==> src/rtl/cdb_arbiter_pkg.sv <==
// Shared types for the result-bus (CDB) arbiter: datapath value, micro-op cell,
// requester index and the packed request bundle.
package cdb_arbiter_pkg;

  localparam int CDB_NUM_REQ = 3;
  localparam int CDB_IDX_W   = $clog2(CDB_NUM_REQ);

  typedef logic [31:0] phy_rf_data_t;

  // op[0] doubles as the valid flag on the writeback port
  typedef struct packed {
    logic [5:0] dest;
    logic [4:0] rob_addr;
    logic [3:0] op;
  } res_st_cell_t;

  typedef logic [CDB_IDX_W-1:0] cdb_req_idx_t;

  typedef struct packed {
    phy_rf_data_t value;
    res_st_cell_t op;
  } cdb_req_t;

endpackage

==> src/rtl/cdb_arbiter_if.sv <==
// Requester and writeback signals of the CDB arbiter. The execution-unit side
// (master) drives requests and flush; the arbiter (slave) returns grants and
// the registered writeback.
interface cdb_arbiter_if
  import cdb_arbiter_pkg::*;
#(
  parameter int NUM_REQ = CDB_NUM_REQ
);

  logic [NUM_REQ-1:0] req_valid;
  phy_rf_data_t       req_value [NUM_REQ];
  res_st_cell_t       req_op    [NUM_REQ];
  logic [NUM_REQ-1:0] req_ready;
  logic               flush;
  phy_rf_data_t       value_out;
  res_st_cell_t       op_out;

  modport master (
    output req_valid, req_value, req_op, flush,
    input  req_ready, value_out, op_out
  );

  modport slave (
    input  req_valid, req_value, req_op, flush,
    output req_ready, value_out, op_out
  );

endinterface

==> src/rtl/cdb_arbiter_rr_arbiter.sv <==
// Purely combinational round-robin picker: starting at rr_ptr and wrapping,
// the first set request wins. Produces a one-hot grant plus its index.
module rr_arbiter #(
  parameter int NUM_REQ = 3,
  parameter int IDX_W   = $clog2(NUM_REQ)
) (
  input  logic [NUM_REQ-1:0] req,
  input  logic [IDX_W-1:0]   rr_ptr,
  output logic [NUM_REQ-1:0] gnt,
  output logic [IDX_W-1:0]   gnt_idx,
  output logic               gnt_vld
);

  // scan from rr_ptr upward with wrap; first hit is the winner
  always_comb begin
    int j;
    logic [IDX_W-1:0] sel;
    gnt     = '0;
    gnt_idx = '0;
    gnt_vld = 1'b0;
    j       = 0;
    sel     = '0;
    for (int k = 0; k < NUM_REQ; k++) begin
      j = int'(rr_ptr) + k;
      if (j >= NUM_REQ) j = j - NUM_REQ;
      sel = IDX_W'(j);
      if (!gnt_vld && req[sel]) begin
        gnt[sel] = 1'b1;
        gnt_idx  = sel;
        gnt_vld  = 1'b1;
      end
    end
  end

endmodule

==> src/rtl/cdb_arbiter.sv <==
// Result-bus arbiter: round-robin grant of one completed micro-op per cycle
// onto a registered writeback port, with flush that suppresses the grant.
// Optional per-requester grant/stall counters under QU_CDB_PERF_CNT_EN.
module cdb_arbiter
  import cdb_arbiter_pkg::*;
#(
  parameter int NUM_REQ        = CDB_NUM_REQ,
  parameter int PERF_CNT_WIDTH = 16
) (
  input  logic                      clk,
  input  logic                      rst,
`ifdef QU_CDB_PERF_CNT_EN
  output logic [PERF_CNT_WIDTH-1:0] perf_grant_cnt [NUM_REQ],
  output logic [PERF_CNT_WIDTH-1:0] perf_stall_cnt [NUM_REQ],
`endif
  cdb_arbiter_if.slave              bus
);

  localparam int IDX_W = $clog2(NUM_REQ);

  logic [IDX_W-1:0]   rr_ptr_q, rr_ptr_d;
  phy_rf_data_t       value_q, value_d;
  res_st_cell_t       op_q, op_d;
  logic [NUM_REQ-1:0] gnt;
  logic [IDX_W-1:0]   gnt_idx;
  logic               gnt_vld;
  logic               take;

  rr_arbiter #(.NUM_REQ(NUM_REQ), .IDX_W(IDX_W)) u_rr (
    .req     (bus.req_valid),
    .rr_ptr  (rr_ptr_q),
    .gnt     (gnt),
    .gnt_idx (gnt_idx),
    .gnt_vld (gnt_vld)
  );

  // grant is withheld during flush and while reset is held
  always_comb begin
    take          = gnt_vld && !bus.flush && !rst;
    bus.req_ready = take ? gnt : '0;
  end

  // next pointer and writeback capture; no grant clears valid but keeps value
  always_comb begin
    rr_ptr_d = rr_ptr_q;
    value_d  = value_q;
    op_d     = '0;
    if (take) begin
      value_d   = bus.req_value[gnt_idx];
      op_d      = bus.req_op[gnt_idx];
      op_d.op[0] = 1'b1;
      rr_ptr_d  = (gnt_idx == IDX_W'(NUM_REQ - 1)) ? '0 : gnt_idx + IDX_W'(1);
    end
  end

  // pointer and writeback register
  always_ff @(posedge clk or posedge rst) begin
    if (rst) begin
      rr_ptr_q <= '0;
      value_q  <= '0;
      op_q     <= '0;
    end else begin
      rr_ptr_q <= rr_ptr_d;
      value_q  <= value_d;
      op_q     <= op_d;
    end
  end

  assign bus.value_out = value_q;
  assign bus.op_out    = op_q;

`ifdef QU_CDB_PERF_CNT_EN
  logic [PERF_CNT_WIDTH-1:0] grant_cnt_q [NUM_REQ];
  logic [PERF_CNT_WIDTH-1:0] grant_cnt_d [NUM_REQ];
  logic [PERF_CNT_WIDTH-1:0] stall_cnt_q [NUM_REQ];
  logic [PERF_CNT_WIDTH-1:0] stall_cnt_d [NUM_REQ];

  // saturating counters; stalls include flush cycles
  always_comb begin
    for (int i = 0; i < NUM_REQ; i++) begin
      grant_cnt_d[i] = grant_cnt_q[i];
      stall_cnt_d[i] = stall_cnt_q[i];
      if (bus.req_valid[i] && bus.req_ready[i] && !(&grant_cnt_q[i]))
        grant_cnt_d[i] = grant_cnt_q[i] + PERF_CNT_WIDTH'(1);
      if (bus.req_valid[i] && !bus.req_ready[i] && !(&stall_cnt_q[i]))
        stall_cnt_d[i] = stall_cnt_q[i] + PERF_CNT_WIDTH'(1);
    end
  end

  // counter registers, cleared only by reset
  always_ff @(posedge clk or posedge rst) begin
    if (rst) begin
      for (int i = 0; i < NUM_REQ; i++) begin
        grant_cnt_q[i] <= '0;
        stall_cnt_q[i] <= '0;
      end
    end else begin
      for (int i = 0; i < NUM_REQ; i++) begin
        grant_cnt_q[i] <= grant_cnt_d[i];
        stall_cnt_q[i] <= stall_cnt_d[i];
      end
    end
  end

  assign perf_grant_cnt = grant_cnt_q;
  assign perf_stall_cnt = stall_cnt_q;
`endif

endmodule

==> src/flat_wrapper.sv <==
// flat-port wrapper written by rule: the top's interface ports become plain ports
module cdb_arbiter_flat import cdb_arbiter_pkg::*;
#(
  parameter int NUM_REQ        = CDB_NUM_REQ,
  parameter int PERF_CNT_WIDTH = 16
)
  (clk, rst, bus_req_valid, bus_req_value, bus_req_op, bus_flush, bus_req_ready, bus_value_out, bus_op_out);
  cdb_arbiter_if #(.NUM_REQ(NUM_REQ)) bus_i ();
  input  logic clk;
  input  logic rst;
  input wire logic [$bits(bus_i.req_valid)-1:0] bus_req_valid;
  input wire logic [$bits(bus_i.req_value)-1:0] bus_req_value;
  input wire logic [$bits(bus_i.req_op)-1:0] bus_req_op;
  input wire logic [$bits(bus_i.flush)-1:0] bus_flush;
  output wire logic [$bits(bus_i.req_ready)-1:0] bus_req_ready;
  output wire logic [$bits(bus_i.value_out)-1:0] bus_value_out;
  output wire logic [$bits(bus_i.op_out)-1:0] bus_op_out;
  assign bus_i.req_valid = bus_req_valid;
  assign bus_i.req_value = {>>{bus_req_value}};
  assign bus_i.req_op = {>>{bus_req_op}};
  assign bus_i.flush = bus_flush;
  assign bus_req_ready = bus_i.req_ready;
  assign bus_value_out = bus_i.value_out;
  assign bus_op_out = bus_i.op_out;
  cdb_arbiter #(.NUM_REQ(NUM_REQ), .PERF_CNT_WIDTH(PERF_CNT_WIDTH)) u_core (.clk(clk), .rst(rst), .bus(bus_i));
endmodule
==> config.mk <==
export PLATFORM = sky130hd
export DESIGN_NAME = cdb_arbiter_flat
export DESIGN_NICKNAME = d
export VERILOG_FILES = /design/src/rtl/cdb_arbiter_pkg.sv /design/src/rtl/cdb_arbiter_if.sv /design/src/rtl/cdb_arbiter_rr_arbiter.sv /design/src/rtl/cdb_arbiter.sv /design/src/flat_wrapper.sv
export SDC_FILE = /design/constraint.sdc
export NUM_CORES = 1
export LEC_CHECK = 0
export ABC_AREA = 1
export CAP_MARGIN = 20
export CORE_UTILIZATION = 34
export CTS_CLUSTER_DIAMETER = 40
export DETAILED_ROUTE_END_ITERATION = 12
export PLACE_DENSITY_LB_ADDON = 0.05
export SLEW_MARGIN = 40
export SYNTH_ARGS = -nofsm -noshare
export SYNTH_HDL_FRONTEND = slang
export SYNTH_HIERARCHICAL = 1
export SYNTH_SLANG_ARGS = --single-unit
==> constraint.sdc <==
create_clock -name clk -period 2.7 [get_ports clk]
set_clock_uncertainty 0.05 [all_clocks]
set_input_delay 0.675 -clock clk [delete_from_list [all_inputs] [get_ports clk]]
set_output_delay 0.675 -clock clk [all_outputs]
set_load 0.1 [all_outputs]
==> metrics.txt, run 1 <==
Worst Reg-to-Reg Cells 19; total track usage 0.219; number of global-route vias before repair between 3000 and 4000; Crit path arrival time about 2 ns; Final period util 1.02; clk buf depth 2; worst-margin pin slew roughly 0.36 ns; Avg WL per Cell roughly 13 um; count of different cell masters after synthesis 23; unrepaired setup endpoints after global routing yes; row count 35; minimum clock period between 2 and 3 ns; # IOs ~200; crit end category primary output; CP required 1.98 ns; slew margin rel. 0.762; cell taking the most area after synthesis dfrtp_1; Highest Clock Rate 0.364 GHz; Die Area ~10000 um^2; Area growth, synth to finish 76.5%; first-pass GRT wire length 17300 um; reg2reg end u_core/bus.op_out[10]; GRT overflow 0; drt via density approximately 4.7; max-cap viol count 0; CP Launch Type register; number of routed nets with antenna violations 0; Clock Latency Late Sink about 0.30 ns; flop-to-flop setup slack 0.23 ns; CTS buffer count 5; Mapped Area 3230 um^2; crit-path max FO 5; pre-CTS setup slack -0.274 ns; drc violations 0; DP HPWL 8430 um; reg2reg start u_core/rr_ptr_q[0]; DP Area 5500 um^2; commonest non-fill, non-tap cell in the layout nand2_1; worst min path class register to register; routed wire length between 10000 and 15000 um; H-tree levels 2; Final nets 840; clock transition at the registers of the reported paths around 0.090 ns; WS Path Type register to primary output; failing checks negative setup slack; Antenna Cells 0; FF+latch count, synth ~50; clock sink count just under 50; CTS Root Cell clkbuf_8; Syn Inst Count around 480; largest net degree at the start of global routing 35; Final Worst Setup Slack -0.0486 ns; initial antenna violation count 0; Slew Viols, Final 0; commonest cells after routing, fill and taps aside 199 x nand2_1, 140 x clkdlybuf4s50_1, 117 x nand3_1; Die Wd between 90 and 100 um; main area contributors after synthesis dfrtp_1 38%, nand2_1 24%, nand3_1 18%; share of the synthesized area in the top cell type 0.379; port bufs 193; die height roughly 100 um; First DRT Iteration DRCs 82; core box area 9240 um^2; layout cells sized above 1 0.203; Worst Hold Depth 2; TritonCTS clock tree yes; hold endpoint u_core/bus.value_out[23]; first drt pass iteration count 4; Finished Cell Area between 5000 and 6000 um^2; status finished with violations; final hold slack roughly 0.44 ns; Via Count 3889; Fillers between 800 and 900; Post-CTS Hold Buffers 0; sequential area share after synthesis 0.379; final setup TNS -0.134 ns; final number of setup-violating endpoints 3; hold path start u_core/bus.value_out[23]; final hold vios 0; Starting Density 0.350; Mapped Nets 629; syn avg cell area around 6.8 um^2; gpl congestion 0.836; Yosys warning total 6
==> worst max-delay path by stage <==
stage	end	depth (start not counted)	slack [ns]	startpoint
finish	bus_req_ready[1]	11	-0.05	u_core/rr_ptr_q[0]
global route	bus_req_ready[1]	13	-0.14	u_core/rr_ptr_q[0]
CTS	bus_req_ready[1]	7	-0.02	u_core/rr_ptr_q[1]
detailed placement	bus_req_ready[0]	9	-0.27	bus_req_valid[2]
global placement	bus_req_ready[0]	9	-0.25	bus_req_valid[2]
floorplan	bus_req_ready[0]	10	-0.15	bus_req_valid[2]
==> through the flow <==
stage / util / std cells
global placement: 0.595 / 803
detailed placement: 0.595 / 803
finish: 0.617 / 819
global route: 0.617 / 819
floorplan: - / 478
CTS: 0.613 / 816
==> critical path, stage by stage, from the launching register on <==
cell     delay (ns)
dfrtp_2        0.43
inv_4          0.06
ha_4           0.30
inv_4          0.06
nand2_2        0.05
nand3_1        0.06
nand2_1        0.10
nand2_2        0.08
or2_4          0.28
nand2_8        0.10
nor2_4         0.05
buf_12         0.15
==> area by class of cell <==
cell class | instances | area [um^2] | area share
Timing Repair Buffer | 236 | 2320 | 0.406
Inverter | 35 | 144 | 0.0252
Clock buffer | 5 | 68.8 | 0.0121
Multi-Input combinational cell | 362 | 1770 | 0.310
Clock inverter | 3 | 17.5 | 0.00307
Tap cell | 129 | 161 | 0.0283
Sequential cell | 49 | 1230 | 0.215
==> cells in the mapped netlist, drive strengths merged <==
library cell	instances
buf	31
clkbuf	1
dfrtp	49
ha	4
inv	35
nand2	207
nand3	119
nand4	14
nor2	13
o21ai	3
o31ai	1
or2	1
==> kinds of logic after synthesis <==
kind of cell / synth area share
fa+ha+maj: 0.0155
flops: 0.379
buf+inv: 0.106
simple gates: 0.488
compound gates: 0.0112
==> routing by layer <==
| layer | routed length, um | GRT usage | vias to the layer above |
|---|---|---|---|
| met5 | 0 | 0 | - |
| met4 | 208 | 0.0679 | 0 |
| met3 | 595 | 0.0457 | 16 |
| met2 | 5570 | 0.403 | 123 |
| met1 | 4590 | 0.254 | 1794 |
| li1 | - | - | 1956 |
==> registers in the layout, indices dropped and copies added, names as in the netlist <==
name	cells
u_core/bus.value_out	32
u_core/rr_ptr_q	2
u_core/bus.op_out	15
==> what timing repair did <==
| action | in CTS | in global routing |
|---|---|---|
| pin swaps | 8 | 4 |
| resized for setup | 15 | 8 |
| hold endpoints to repair | 0 | 0 |
| buffers inserted | 5 | 3 |
| endpoints found under the setup margin | 3 | 3 |
Power of run 1 is left out: the tool's default activity adds up to more than one toggle a clock period on the data nets, which glitch-free logic cannot reach.
==> run 2, diff against run 1 <==
--- a/config.mk
+++ b/config.mk
@@ -7,8 +7,9 @@
 export LEC_CHECK = 0
 export ABC_AREA = 1
 export CAP_MARGIN = 20
+export CORE_ASPECT_RATIO = 0.75
 export CORE_UTILIZATION = 34
-export CTS_CLUSTER_DIAMETER = 40
+export CTS_CLUSTER_DIAMETER = 120
 export DETAILED_ROUTE_END_ITERATION = 12
 export PLACE_DENSITY_LB_ADDON = 0.05
 export SLEW_MARGIN = 40
==> run 2 against run 1 <==
Effect of this change: the flow still finishes with violations (negative setup slack); final area is 2.4% higher; hold slack worse by 0.00058 ns; via count is 2.2% higher; wire length is 6.2% higher; die area hardly changed; critical path depth is 1 lower; global-route usage is 0.94 points higher; critical endpoint is now bus_req_ready[0]; largest cell class unchanged; highest routed layer unchanged.
==> metrics.txt, run 2 (same netlist as run 1, synthesis figures left out) <==
commonest non-fill, non-tap cell in the layout nand2_1; Die Wd 115 um (+15%); GRT overflow 0 (unchanged); gpl congestion 0.831 (-0.56%); Final nets 844 (+0.48%); unrepaired setup endpoints after global routing yes; crit end category primary output; final number of setup-violating endpoints 3 (unchanged); clk buf depth 2 (unchanged); clock transition at the registers of the reported paths 0.06 ns (-0.03 ns); first drt pass iteration count 5 (+1); routed wire length 11600 um (+6.2%); max-cap viol count 0 (unchanged); Slew Viols, Final 0 (unchanged); core box area 9120 um^2 (-1.3%); TritonCTS clock tree yes; Fillers 841 (-2.1%); status finished with violations; Die Area 9910 um^2 (about the same); failing checks negative setup slack; largest net degree at the start of global routing 30 (-14%); final setup TNS -0.209 ns (-0.0745 ns); Clock Latency Late Sink 0.28 ns (-0.02 ns); drc violations 0 (unchanged); flop-to-flop setup slack 0.22 ns (about the same); Finished Cell Area 5840 um^2 (+2.4%); Highest Clock Rate 0.361 GHz (-0.80%); First DRT Iteration DRCs 204 (+150%); WS Path Type primary input to primary output; CTS buffer count 5 (unchanged); CP required 1.98 ns (about the same); worst min path class register to register; max FFs per register 32 (unchanged); clock sink count 49 (unchanged); CP Launch Type primary input; drt via density 4.84 (+1.9%); final hold vios 0 (unchanged); DP HPWL 8670 um (+2.7%); die height 86.5 um (-13%); commonest cells after routing, fill and taps aside 193 x nand2_1, 140 x clkdlybuf4s50_1, 111 x nand3_1; Via Count 3976 (+2.2%); total track usage 0.228 (+0.00936); minimum clock period 2.77 ns (+0.0221 ns); Area growth, synth to finish 80.7%; Antenna Cells 0 (unchanged); port bufs 193 (unchanged); initial antenna violation count 0 (unchanged); Avg WL per Cell 14.2 um (+5.8%); crit-path max FO 4 (-1); layout cells sized above 1 0.228 (+0.0248); Starting Density 0.354 (+0.00456); CTS Root Cell clkbuf_16; number of global-route vias before repair 3671 (-1.5%); row count 30 (-14%); worst-margin pin slew 0.337 ns (-0.0206 ns); slew margin rel. 0.776 (+0.0141); Final Worst Setup Slack -0.0707 ns (-0.0221 ns); pre-CTS setup slack -0.273 ns (+0.00134 ns); # IOs 197 (unchanged); Crit path arrival time 2.05 ns (+0.03 ns); number of routed nets with antenna violations 0 (unchanged); H-tree levels 2 (unchanged); first-pass GRT wire length 17700 um (+2.4%); Final period util 1.03 (+0.00819); DP Area 5400 um^2 (-1.8%)
-- run 2: worst max-delay path: stages --
cell and delay, ns:
dlygate4sd2_1 0.28, inv_1 0.16, nand2_1 0.09, nand3_2 0.08
o31ai_4 0.07, buf_6 0.14, or2_4 0.26, nand2_8 0.09
nor2_4 0.04, buf_12 0.15
-- run 2: worst paths after layout --
kind / start / end / cells after the start
worst max-delay path: bus_req_valid[0] / bus_req_ready[0] / 10
worst min-delay path: u_core/bus.value_out[16] / u_core/bus.value_out[16] / 2
worst max register to register: u_core/rr_ptr_q[0] / u_core/bus.value_out[30] / 17
worst min register to register: u_core/bus.value_out[16] / u_core/bus.value_out[16] / 2
max in group asynchronous: rst / u_core/bus.value_out[8] / 4
min in group asynchronous: rst / u_core/bus.value_out[6] / 3
-- run 2: timing repair --
item | CTS | global route
setup endpoints to repair | 3 | 43
hold buffers | 0 | 0
resized for setup | 15 | 33
buffers inserted | 8 | 7
pin swaps | 11 | 19
-- run 2: area by class of cell --
type | instances | area, um^2 | area share
clock buffers | 6 | 139 | 0.0238
clock inverters | 2 | 13.8 | 0.00236
inverters | 35 | 151 | 0.0259
multi-input cells | 362 | 1860 | 0.318
flip-flops and latches | 49 | 1230 | 0.210
well taps | 128 | 160 | 0.0274
repair buffers | 240 | 2290 | 0.392
-- run 2: per-stage QoR --
step / util / instances / hold WS (ns)
final: 0.640 / 822 / 0.436
after global routing: 0.640 / 822 / 0.463
after CTS: 0.620 / 815 / 0.439
after detailed placement: 0.592 / 799 / 0.418
after global placement: 0.592 / 799 / 0.415
after floorplan: - / 478 / 0.473
-- run 2: metal layers --
metal	part of all wire	global-route usage	vias up	routed length, um
met3	0.084	0.0524	14	981
met2	0.45	0.385	175	5290
li1	-	-	1967	-
met5	0	0	-	0
met1	0.45	0.298	1820	5190
met4	0.016	0.0555	0	183
Power of run 2 is left out for the same reason.
